--- config.mk ---
export PLATFORM = sky130hd
export DESIGN_NAME = mem_port_arbiter
export DESIGN_NICKNAME = d
export VERILOG_FILES = /design/src/rtl/mem_port_arbiter_pkg.sv /design/src/rtl/mem_port_arbiter_prio_sel.sv /design/src/rtl/mem_port_arbiter.sv
export SDC_FILE = /design/constraint.sdc
export NUM_CORES = 1
export LEC_CHECK = 0
export CAP_MARGIN = 10
export CORE_MARGIN = 5
export CORE_UTILIZATION = 39
export CTS_BUF_LIST = sky130_fd_sc_hd__clkbuf_16
export CTS_CLUSTER_SIZE = 20
export DETAILED_ROUTE_END_ITERATION = 12
export PLACE_DENSITY_LB_ADDON = 0.12
export SLEW_MARGIN = 20
export SYNTH_ARGS = -nofsm -noshare
export SYNTH_HDL_FRONTEND = slang
export SYNTH_SLANG_ARGS = --single-unit
--- constraint.sdc ---
create_clock -name clk -period 4.3 [get_ports clk]
set_clock_uncertainty 0.1 [all_clocks]
set_input_delay 0.86 -clock clk [delete_from_list [all_inputs] [get_ports clk]]
set_output_delay 0.86 -clock clk [all_outputs]
set_load 0.005 [all_outputs]
--- src/rtl/mem_port_arbiter_pkg.sv ---
// Shared types for the memory port arbiter: FSM states, requester ids, access sizes.
// Pure declarations, no logic.
package mem_port_arbiter_pkg;

    typedef enum logic [1:0] {
        IDLE   = 2'd0,
        BUSY_I = 2'd1,
        BUSY_R = 2'd2,
        BUSY_W = 2'd3
    } arb_state_e;

    typedef enum logic [1:0] {
        SRC_NONE = 2'd0,
        SRC_I    = 2'd1,
        SRC_R    = 2'd2,
        SRC_W    = 2'd3
    } req_src_e;

    localparam logic [1:0] SZ_BYTE = 2'b00;
    localparam logic [1:0] SZ_HALF = 2'b01;
    localparam logic [1:0] SZ_WORD = 2'b10;

    function automatic arb_state_e busy_state(input req_src_e src);
        arb_state_e s;
        case (src)
            SRC_I:   s = BUSY_I;
            SRC_R:   s = BUSY_R;
            SRC_W:   s = BUSY_W;
            default: s = IDLE;
        endcase
        return s;
    endfunction

    function automatic req_src_e state_src(input arb_state_e st);
        req_src_e s;
        case (st)
            BUSY_I:  s = SRC_I;
            BUSY_R:  s = SRC_R;
            BUSY_W:  s = SRC_W;
            default: s = SRC_NONE;
        endcase
        return s;
    endfunction

endpackage

--- src/rtl/mem_port_arbiter_prio_sel.sv ---
// Grant selection: store > load > fetch, unless fetch has waited long enough to be forced.
// Combinational, zero latency; requesters are never stalled here, only ranked.
module arb_prio_sel
    import mem_port_arbiter_pkg::*;
(
    input  logic     i_req,
    input  logic     r_req,
    input  logic     w_req,
    input  logic     force_fetch,
    output req_src_e grant
);

    always_comb begin
        grant = SRC_NONE;
        if (i_req && force_fetch) begin
            grant = SRC_I;
        end else if (w_req) begin
            grant = SRC_W;
        end else if (r_req) begin
            grant = SRC_R;
        end else if (i_req) begin
            grant = SRC_I;
        end
    end

endmodule

--- src/rtl/mem_port_arbiter.sv ---
// Serialises fetch/load/store onto one memory port, bounds fetch starvation, aborts hung accesses.
// Grant-to-mem_req latency 1 cycle; acks are the same-cycle mem_ack; requesters hold req until ack.
module mem_port_arbiter
    import mem_port_arbiter_pkg::*;
#(
    parameter int ADDR_W   = 32,
    parameter int DATA_W   = 32,
    parameter int MAX_SKIP = 3,
    parameter int TIMEOUT  = 15
) (
    input  logic              clk,
    input  logic              reset,
    input  logic              i_req,
    input  logic [ADDR_W-1:0] i_addr,
    output logic              i_ack,
    output logic [DATA_W-1:0] i_rdata,
    input  logic              r_req,
    input  logic [ADDR_W-1:0] r_addr,
    output logic              r_ack,
    output logic [DATA_W-1:0] r_rdata,
    input  logic              w_req,
    input  logic [ADDR_W-1:0] w_addr,
    input  logic [DATA_W-1:0] w_data,
    input  logic [1:0]        w_size,
    output logic              w_ack,
    output logic              mem_req,
    output logic              mem_we,
    output logic [ADDR_W-1:0] mem_addr,
    output logic [DATA_W-1:0] mem_wdata,
    output logic [1:0]        mem_size,
    input  logic              mem_ack,
    input  logic [DATA_W-1:0] mem_rdata,
    output logic              err,
    output logic [1:0]        err_src
);

    localparam int SKIP_W = (MAX_SKIP < 1) ? 1 : $clog2(MAX_SKIP + 1);
    localparam int TO_W   = (TIMEOUT < 1) ? 1 : $clog2(TIMEOUT + 1);
    localparam logic [SKIP_W-1:0] SKIP_MAX = SKIP_W'(MAX_SKIP);
    localparam logic [TO_W-1:0]   TO_MAX   = TO_W'(TIMEOUT);

    arb_state_e        state_q,     state_d;
    logic [SKIP_W-1:0] skip_cnt_q,  skip_cnt_d;
    logic [TO_W-1:0]   to_cnt_q,    to_cnt_d;
    logic              mem_req_q,   mem_req_d;
    logic              mem_we_q,    mem_we_d;
    logic [ADDR_W-1:0] mem_addr_q,  mem_addr_d;
    logic [DATA_W-1:0] mem_wdata_q, mem_wdata_d;
    logic [1:0]        mem_size_q,  mem_size_d;
    logic              err_q,       err_d;
    req_src_e          err_src_q,   err_src_d;

    req_src_e grant;

    arb_prio_sel u_prio_sel (
        .i_req       (i_req),
        .r_req       (r_req),
        .w_req       (w_req),
        .force_fetch (skip_cnt_q == SKIP_MAX),
        .grant       (grant)
    );

    always_comb begin
        state_d     = state_q;
        skip_cnt_d  = skip_cnt_q;
        to_cnt_d    = to_cnt_q;
        mem_req_d   = mem_req_q;
        mem_we_d    = mem_we_q;
        mem_addr_d  = mem_addr_q;
        mem_wdata_d = mem_wdata_q;
        mem_size_d  = mem_size_q;
        err_d       = 1'b0;
        err_src_d   = SRC_NONE;

        if (state_q == IDLE) begin
            if (grant != SRC_NONE) begin
                state_d   = busy_state(grant);
                mem_req_d = 1'b1;
                to_cnt_d  = '0;
                // Count only data grants that actually made a waiting fetch wait.
                if (!i_req || grant == SRC_I) begin
                    skip_cnt_d = '0;
                end else if (skip_cnt_q != SKIP_MAX) begin
                    skip_cnt_d = skip_cnt_q + SKIP_W'(1);
                end
                case (grant)
                    SRC_W: begin
                        mem_we_d    = 1'b1;
                        mem_addr_d  = w_addr;
                        mem_wdata_d = w_data;
                        mem_size_d  = w_size;
                    end
                    SRC_R: begin
                        mem_we_d   = 1'b0;
                        mem_addr_d = r_addr;
                        mem_size_d = SZ_WORD;
                    end
                    default: begin
                        mem_we_d   = 1'b0;
                        mem_addr_d = i_addr;
                        mem_size_d = SZ_WORD;
                    end
                endcase
            end
        end else begin
            // A late ack on the timeout cycle still wins over the abort.
            if (mem_ack) begin
                state_d   = IDLE;
                mem_req_d = 1'b0;
                to_cnt_d  = '0;
            end else if (to_cnt_q == TO_MAX) begin
                state_d   = IDLE;
                mem_req_d = 1'b0;
                to_cnt_d  = '0;
                err_d     = 1'b1;
                err_src_d = state_src(state_q);
            end else begin
                to_cnt_d = to_cnt_q + TO_W'(1);
            end
        end
    end

    always_ff @(posedge clk or posedge reset) begin
        if (reset) begin
            state_q     <= IDLE;
            skip_cnt_q  <= '0;
            to_cnt_q    <= '0;
            mem_req_q   <= 1'b0;
            mem_we_q    <= 1'b0;
            mem_addr_q  <= '0;
            mem_wdata_q <= '0;
            mem_size_q  <= SZ_WORD;
            err_q       <= 1'b0;
            err_src_q   <= SRC_NONE;
        end else begin
            state_q     <= state_d;
            skip_cnt_q  <= skip_cnt_d;
            to_cnt_q    <= to_cnt_d;
            mem_req_q   <= mem_req_d;
            mem_we_q    <= mem_we_d;
            mem_addr_q  <= mem_addr_d;
            mem_wdata_q <= mem_wdata_d;
            mem_size_q  <= mem_size_d;
            err_q       <= err_d;
            err_src_q   <= err_src_d;
        end
    end

    assign i_ack     = (state_q == BUSY_I) && mem_ack;
    assign r_ack     = (state_q == BUSY_R) && mem_ack;
    assign w_ack     = (state_q == BUSY_W) && mem_ack;
    assign i_rdata   = mem_rdata;
    assign r_rdata   = mem_rdata;
    assign mem_req   = mem_req_q;
    assign mem_we    = mem_we_q;
    assign mem_addr  = mem_addr_q;
    assign mem_wdata = mem_wdata_q;
    assign mem_size  = mem_size_q;
    assign err       = err_q;
    assign err_src   = err_src_q;

endmodule

==> results of run 1 <==
-- metal layers --
metal | part of all wire | global-route usage
met2 | 0.46 | 0.293
met3 | 0.099 | 0.0788
met4 | 0.026 | 0.0753
met1 | 0.41 | 0.231
met5 | 0 | 0
-- state kept, by name (all words and copies together) (netlist names) --
name and flops:
mem_we 1, err_src 2, state_q 2, mem_wdata 32, to_cnt_q 4, mem_addr 32
mem_req 1, err 1, mem_size 2, skip_cnt_q 2
-- logic make-up after synthesis --
logic type      after synthesis  synth area share
flops                        79             0.435
compound gates              111             0.158
buf+inv                     108             0.153
fa+ha+maj                     2           0.00551
mux                          34             0.106
simple gates                122             0.143
-- cell usage after synthesis (all sizes together), types with 2 or more instances --
master and instances:
mux2i 2, nor3 3, nand3b 33, a31oi 32
mux2 32, a32o 2, o22ai 2, nor2 3
a21oi 33, o21ai 2, ha 2, buf 85
nand3 7, nand2 68, clkbuf 16, nor3b 2
dfrtp 78, inv 7, a21o 33
-- power breakdown --
group / leakage, nW / internal, mW / switching [mW] / total [mW]
logic: 1.72 / 1.14 / 0.688 / 1.83
registers: 0.931 / 1.11 / 0.213 / 1.32
clock network: 0.139 / 0.445 / 0.296 / 0.741
-- per-stage QoR --
step	utilization	total power, mW	hold slack (ns)
finish	0.571	3.89	0.382
global route	0.571	4.13	0.394
CTS	0.571	3.94	0.388
detailed placement	0.546	3.18	0.373
global placement	0.546	3.14	0.364
floorplan	-	2.21	0.357
-- worst max-delay path, stage by stage --
cell             delay (ns)
clkdlybuf4s50_1        0.59
nand2_1                0.08
nor2_1                 0.09
clkdlybuf4s50_1        0.51
-- cell type report --
cell class	count	area (um^2)
fill	1045	4890
timing repair buffer	218	2170
sequential	79	1980
multi-input combinational	269	1880
clock buffer	9	225
tap	143	179
clock inverter	6	62.6
inverter	7	28.8
-- how the worst max path moves through the flow --
stage,cells past startpoint,end,slack [ns],from
after floorplan,1,err,1.32,reset
after global placement,4,i_ack,1.23,mem_ack
after detailed placement,4,r_ack,1.21,mem_ack
after CTS,4,r_ack,1.21,mem_ack
after global routing,4,r_ack,1.10,mem_ack
final,4,r_ack,1.21,mem_ack
==> reports/metrics.csv, run 1 <==
stage;metric;value;unit
floorplanning;Core ar.;11400;um^2
sta;max-slew violations;0;
sta;Worst Slack Setup Final;1.21;ns
sta;Setup violations, final;0;
setup_path;Critical Path Sink Type;output pin;
setup_path;Worst EP required;3.34;ns
yosys;Post-synth EDFFs;0;
placed_design;Detail Placement HPWL;9360;um
sta;unrepaired setup endpoints after global routing;false;
power_and_ir_drop;leakage;2.79;nW
yosys;Mapped Nets;626;
yosys;Area contributors post-synth;dfrtp_1, buf_4, mux2_4;
sta;Hold Vio Cnt, Final;0;
yosys;Post-Synthesis Cells;456;
finish;most frequent cells in the layout;clkdlybuf4s50_1, dfrtp_1, nand2_1;
finish;most common cell after layout, fill and taps aside;clkdlybuf4s50_1;
drt;Residual DRC;0;
yosys;synthesized area per cell;9.96;um^2
setup_path;worst reg-to-reg setup slack;2.18;ns
floorplanning;Starting Density;0.398;
floorplanning;die height;118;um
worst_hold_path;Min-Delay Path Depth;1;
yosys;Synth cell types;39;
floorplanning;row cnt;39;
floorplanning;I/O pins;306;
cts;Max Root-Sink Buffers;2;
job;Max Cap Violations;0;
drt;Vias/cell;5.19;
setup_path;R2R Path Start;skip_cnt_q[0];
cts;CTS Sinks;79;
yosys;asr flop ratio synth;1.00;
global_routing;initial antenna violation count;0;
worst_hold_path;Worst Hold End;skip_cnt_q[0];
cts;clk_lat worst skew;0.33;ns
setup_path;CP arrival;2.13;ns
floorplanning;die width;118;um
power_and_ir_drop;Peak supply drop;333;uV
worst_hold_path;hold path start;skip_cnt_q[0];
global_routing;GRT Util Overall;0.188;
cts;root buf cell;clkbuf_16;
sta;Worst-Margin Slew;0.799;ns
drt;routed via count;3796;
setup_path;worst-path fanout max;8;
cts;CTS resizes;0;
finish;P&R area growth vs syn;43.6;%
drt;drt total wl;13300;um
drt;Final ANT Viol Nets;0;
yosys;fraction of the yosys area taken by sequential cells;0.435;
power_and_ir_drop;pwr/cell area;596;nW/um^2
finish;non-filler cells, final;731;
drt;DR WL/cell;18.2;um
placed_design;DP Area;6230;um^2
setup_path;Critical R2R Capture;mem_wdata[14];
drt;Iter 0 DRT Violations;212;
finish;nets;754;
floorplanning;Die Area;13900;um^2
cts;Post-CTS Setup Inserts;0;
global_routing;vias in the first global route;4053;
worst_hold_path;Hold Crit Class;reg -> reg;
placed_design;Setup Slack @ Placement;1.21;ns
finish;Final Cell Area;6520;um^2
drt;router iterations before antenna repair;4;
placed_design;port bufs;209;
setup_path;reg2reg path depth;4;
cts;TritonCTS clock tree;yes;
cts;total CTS buffers;9;
sta;Slew HR;0.464;
setup_path;startpoint class of the critical path;input pin;
cts;Max H-tree Level;3;
yosys;Post-synth top flop;dfrtp_1;
yosys;Synth Register Bits;79;
status;status;finished clean;
sta;Setup TNS;0;ns
cts;hold buffer count at CTS;0;
sta;Final period util;0.719;
yosys;Mapped Area;4540;um^2
sta;Max Clk Rate;323;MHz
yosys;synth warn;0;
sta;Tmin final;3.09;ns
placed_design;DP Cell Count;716;
global_routing;largest net degree at the start of global routing;64;
setup_path;Crit Path Class;in -> out;
finish;Ant. Diodes;0;
yosys;cell taking the most area after synthesis;dfrtp_1;
cts;clk slew on worst S/H paths;0.06;ns
global_routing;total gr overflow;0;
placed_design;Final GP Congestion;0.766;
yosys;top cell type's share of synthesized area;0.430;
finish;layout cells sized above 1;0.109;
global_routing;first-pass GRT wire length;21500;um
No activity file was read; power rests on OpenSTA's default activity.
==> inputs of run 2 (changes only) <==
--- a/config.mk
+++ b/config.mk
@@ -7,7 +7,7 @@
 export LEC_CHECK = 0
 export CAP_MARGIN = 10
 export CORE_MARGIN = 5
-export CORE_UTILIZATION = 39
+export CORE_UTILIZATION = 36
 export CTS_BUF_LIST = sky130_fd_sc_hd__clkbuf_16
 export CTS_CLUSTER_SIZE = 20
 export DETAILED_ROUTE_END_ITERATION = 12
==> constraint.sdc (replaced) <==
create_clock -name clk -period 2.89 [get_ports clk]
set_clock_uncertainty 0.1 [all_clocks]
set_input_delay 0.578 -clock clk [delete_from_list [all_inputs] [get_ports clk]]
set_output_delay 0.578 -clock clk [all_outputs]
set_load 0.005 [all_outputs]
==> run 2 against run 1 <==
Against the previous run:
- register-to-register slack worse by 1.4 ns
- non-clock buffer count up 5
- sequential cell count unchanged
- total power increased by 51%
- critical endpoint is now w_ack
- sequential share of layout area down 0.44 points
- wire length decreased by 2.1%
- worst hold slack worse by 0.0043 ns
- global-route usage is 1.9 points lower
- worst setup slack got worse by 0.87 ns
- clock power up 61%
- core utilization decreased by 4.2 points
- first-iteration DRC count rose by 9.4%
==> reports/metrics.csv, run 2 (same netlist as run 1, synthesis figures left out) <==
stage;metric;value;unit;change
cts;root buf cell;clkbuf_16;;
drt;DR WL/cell;17.0;um;-6.5%
placed_design;Detail Placement HPWL;9710;um;+3.7%
drt;drt total wl;13000;um;-2.1%
setup_path;CP max stage delay;0.60;ns;about the same
sta;unrepaired setup endpoints after global routing;false;;
floorplanning;Die Area;15000;um^2;+7.6%
sta;Setup violations, final;0;;unchanged
sta;Setup TNS;0;ns;unchanged
finish;fillers;1164;;+11%
setup_path;Cell Chain, Critical Path;clkdlybuf4s50_1 > and3_1 > clkdlybuf4s50_1;;
sta;Tmin final;2.55;ns;
global_routing;initial antenna violation count;0;;unchanged
setup_path;Crit Path Class;in -> out;;
setup_path;Worst EP required;2.21;ns;-1.13 ns
drt;router iterations before antenna repair;6;;+2
drt;routed via count;3804;;+0.21%
global_routing;GRT Util Overall;0.169;;-0.0187
setup_path;Top delay family on crit path;buffers and inverters;;
cts;total CTS buffers;9;;unchanged
floorplanning;Starting Density;0.363;;-0.0349
cts;Max Root-Sink Buffers;2;;unchanged
sta;Worst-Margin Slew;0.640;ns;-0.159 ns
finish;most common cell after layout, fill and taps aside;clkdlybuf4s50_1;;
finish;layout cells sized above 1;0.116;;+0.00751
drt;Vias/cell;4.97;;-4.2%
power_and_ir_drop;leakage;2.83;nW;+1.4%
power_and_ir_drop;pwr/cell area;886;nW/um^2;+49%
drt;Iter 0 DRT Violations;232;;+9.4%
setup_path;Critical Path Sink Type;output pin;;
power_and_ir_drop;sequential share of power;0.338;;about the same
placed_design;Setup Slack @ Placement;0.336;ns;-0.874 ns
floorplanning;row cnt;41;;+5.1%
setup_path;most used cell, CP;clkdlybuf4s50_1;;
floorplanning;die height;122;um;+3.7%
worst_hold_path;hold path start;skip_cnt_q[0];;
sta;Max Clk Rate;391;MHz;
placed_design;Final GP Congestion;0.837;;+9.4%
cts;CTS resizes;0;;unchanged
power_and_ir_drop;combinational fraction of design power;0.459;;-0.011
setup_path;slowest CP cell;clkdlybuf4s50_1;;
worst_hold_path;Hold Crit Class;reg -> reg;;
status;status;finished clean;;
drt;Residual DRC;0;;unchanged
sta;Hold Vio Cnt, Final;0;;unchanged
job;Max Cap Violations;0;;unchanged
finish;Ant. Diodes;0;;unchanged
power_and_ir_drop;Peak supply drop;290;uV;-13%
power_and_ir_drop;internal power;4.09;mW;+52%
drt;Final ANT Viol Nets;0;;unchanged
setup_path;worst reg-to-reg setup slack;0.79;ns;-1.39 ns
finish;area of the multi-input gates;1880;um^2;unchanged
placed_design;port bufs;209;;unchanged
setup_path;Critical Path Source;mem_ack;;
setup_path;Buf+Inv Stages, Crit Path;2;;unchanged
finish;most frequent cells in the layout;clkdlybuf4s50_1, dfrtp_1, nand2_1;;
setup_path;R2R Path Start;skip_cnt_q[0];;
power_and_ir_drop;Switch Pwr;1.77;mW;+48%
global_routing;first-pass GRT wire length;19900;um;-7.3%
cts;Post-CTS Setup Inserts;0;;unchanged
setup_path;CP arrival;1.88;ns;-0.25 ns
cts;clk_lat worst skew;0.33;ns;about the same
cts;hold buffer count at CTS;0;;unchanged
cts;CTS Sinks;79;;unchanged
sta;Slew HR;0.573;;+0.109
global_routing;total gr overflow;0;;unchanged
cts;Max H-tree Level;3;;unchanged
global_routing;largest net degree at the start of global routing;65;;+1.6%
finish;P&R area growth vs syn;45.7;%;
power_and_ir_drop;Sw Share;0.302;;-0.00608
floorplanning;I/O pins;306;;unchanged
sta;max-slew violations;0;;unchanged
setup_path;startpoint class of the critical path;input pin;;
setup_path;worst-path fanout max;8;;unchanged
floorplanning;Core ar.;12500;um^2;+9.6%
cts;TritonCTS clock tree;yes;;
finish;register area;1980;um^2;unchanged
sta;Final period util;0.884;;
finish;nets;759;;+0.66%
global_routing;vias in the first global route;3830;;-5.5%
floorplanning;die width;122;um;+3.7%
sta;Worst Slack Setup Final;0.335;ns;-0.873 ns
cts;clk slew on worst S/H paths;0.05;ns;about the same
power_and_ir_drop;Clk pwr share;0.203;;+0.012
## run 2: changes by cell type in the layout (fill, tap and decap cells not counted)
cell        before  now
inv_1            7    6
inv_6            1    0
bufinv_16        1    2
clkinv_4         0    2
clkinv_2         1    2
clkinvlp_4       2    0
inv_4            1    0
clkinv_1         0    1
buf_4            8   13
## run 2: power groups by stage
stage	registers [mW]	logic, mW	clock network (mW)
6_report	1.98	2.69	1.19
3_3_place_gp	1.98	2.70	0
3_5_place_dp	1.99	2.74	0
2_1_floorplan	1.96	1.33	0
5_1_grt	2.05	2.94	1.27
4_1_cts	1.99	2.75	1.22
## run 2: worst paths after layout
path | to | cells past startpoint
worst max-delay path | w_ack | 3
worst min-delay path | skip_cnt_q[0] | 1
worst max register to register | mem_wdata[31] | 4
worst min register to register | skip_cnt_q[0] | 1
max in group asynchronous | mem_size[1] | 3
min in group asynchronous | mem_wdata[13] | 2
## run 2: area by class of cell
class / count / share of cell area
timing repair buffer: 223 / 0.333
sequential: 79 / 0.299
multi-input combinational: 269 / 0.284
clock buffer: 9 / 0.0340
tap: 172 / 0.0325
clock inverter: 6 / 0.0130
inverter: 7 / 0.00416
## run 2: worst register-to-register path, cell delays in order, from the launching register on
cell      delay [ns]
dfrtp_1         0.39
ha_1            0.25
and2_1          0.18
nand3b_4        0.55
mux2_4          0.53
## run 2: through the flow
step           power [mW]  utilization  hold WS [ns]  area, um^2  std cells
2_1_floorplan        3.29            -         0.357        4540        456
3_3_place_gp         4.67        0.504         0.365        6310        750
3_5_place_dp         4.73        0.504         0.365        6310        750
4_1_cts              5.96        0.529         0.384        6620        765
5_1_grt              6.26        0.529         0.404        6620        765
6_report             5.86        0.529         0.378        6620        765
## run 2: routing by layer
metal | track usage | vias up | share of wire
met5 | 0 | - | 0
met4 | 0.0525 | 0 | 0.013
met3 | 0.0811 | 11 | 0.12
met2 | 0.261 | 199 | 0.45
met1 | 0.211 | 1808 | 0.42
li1 | - | 1786 | -
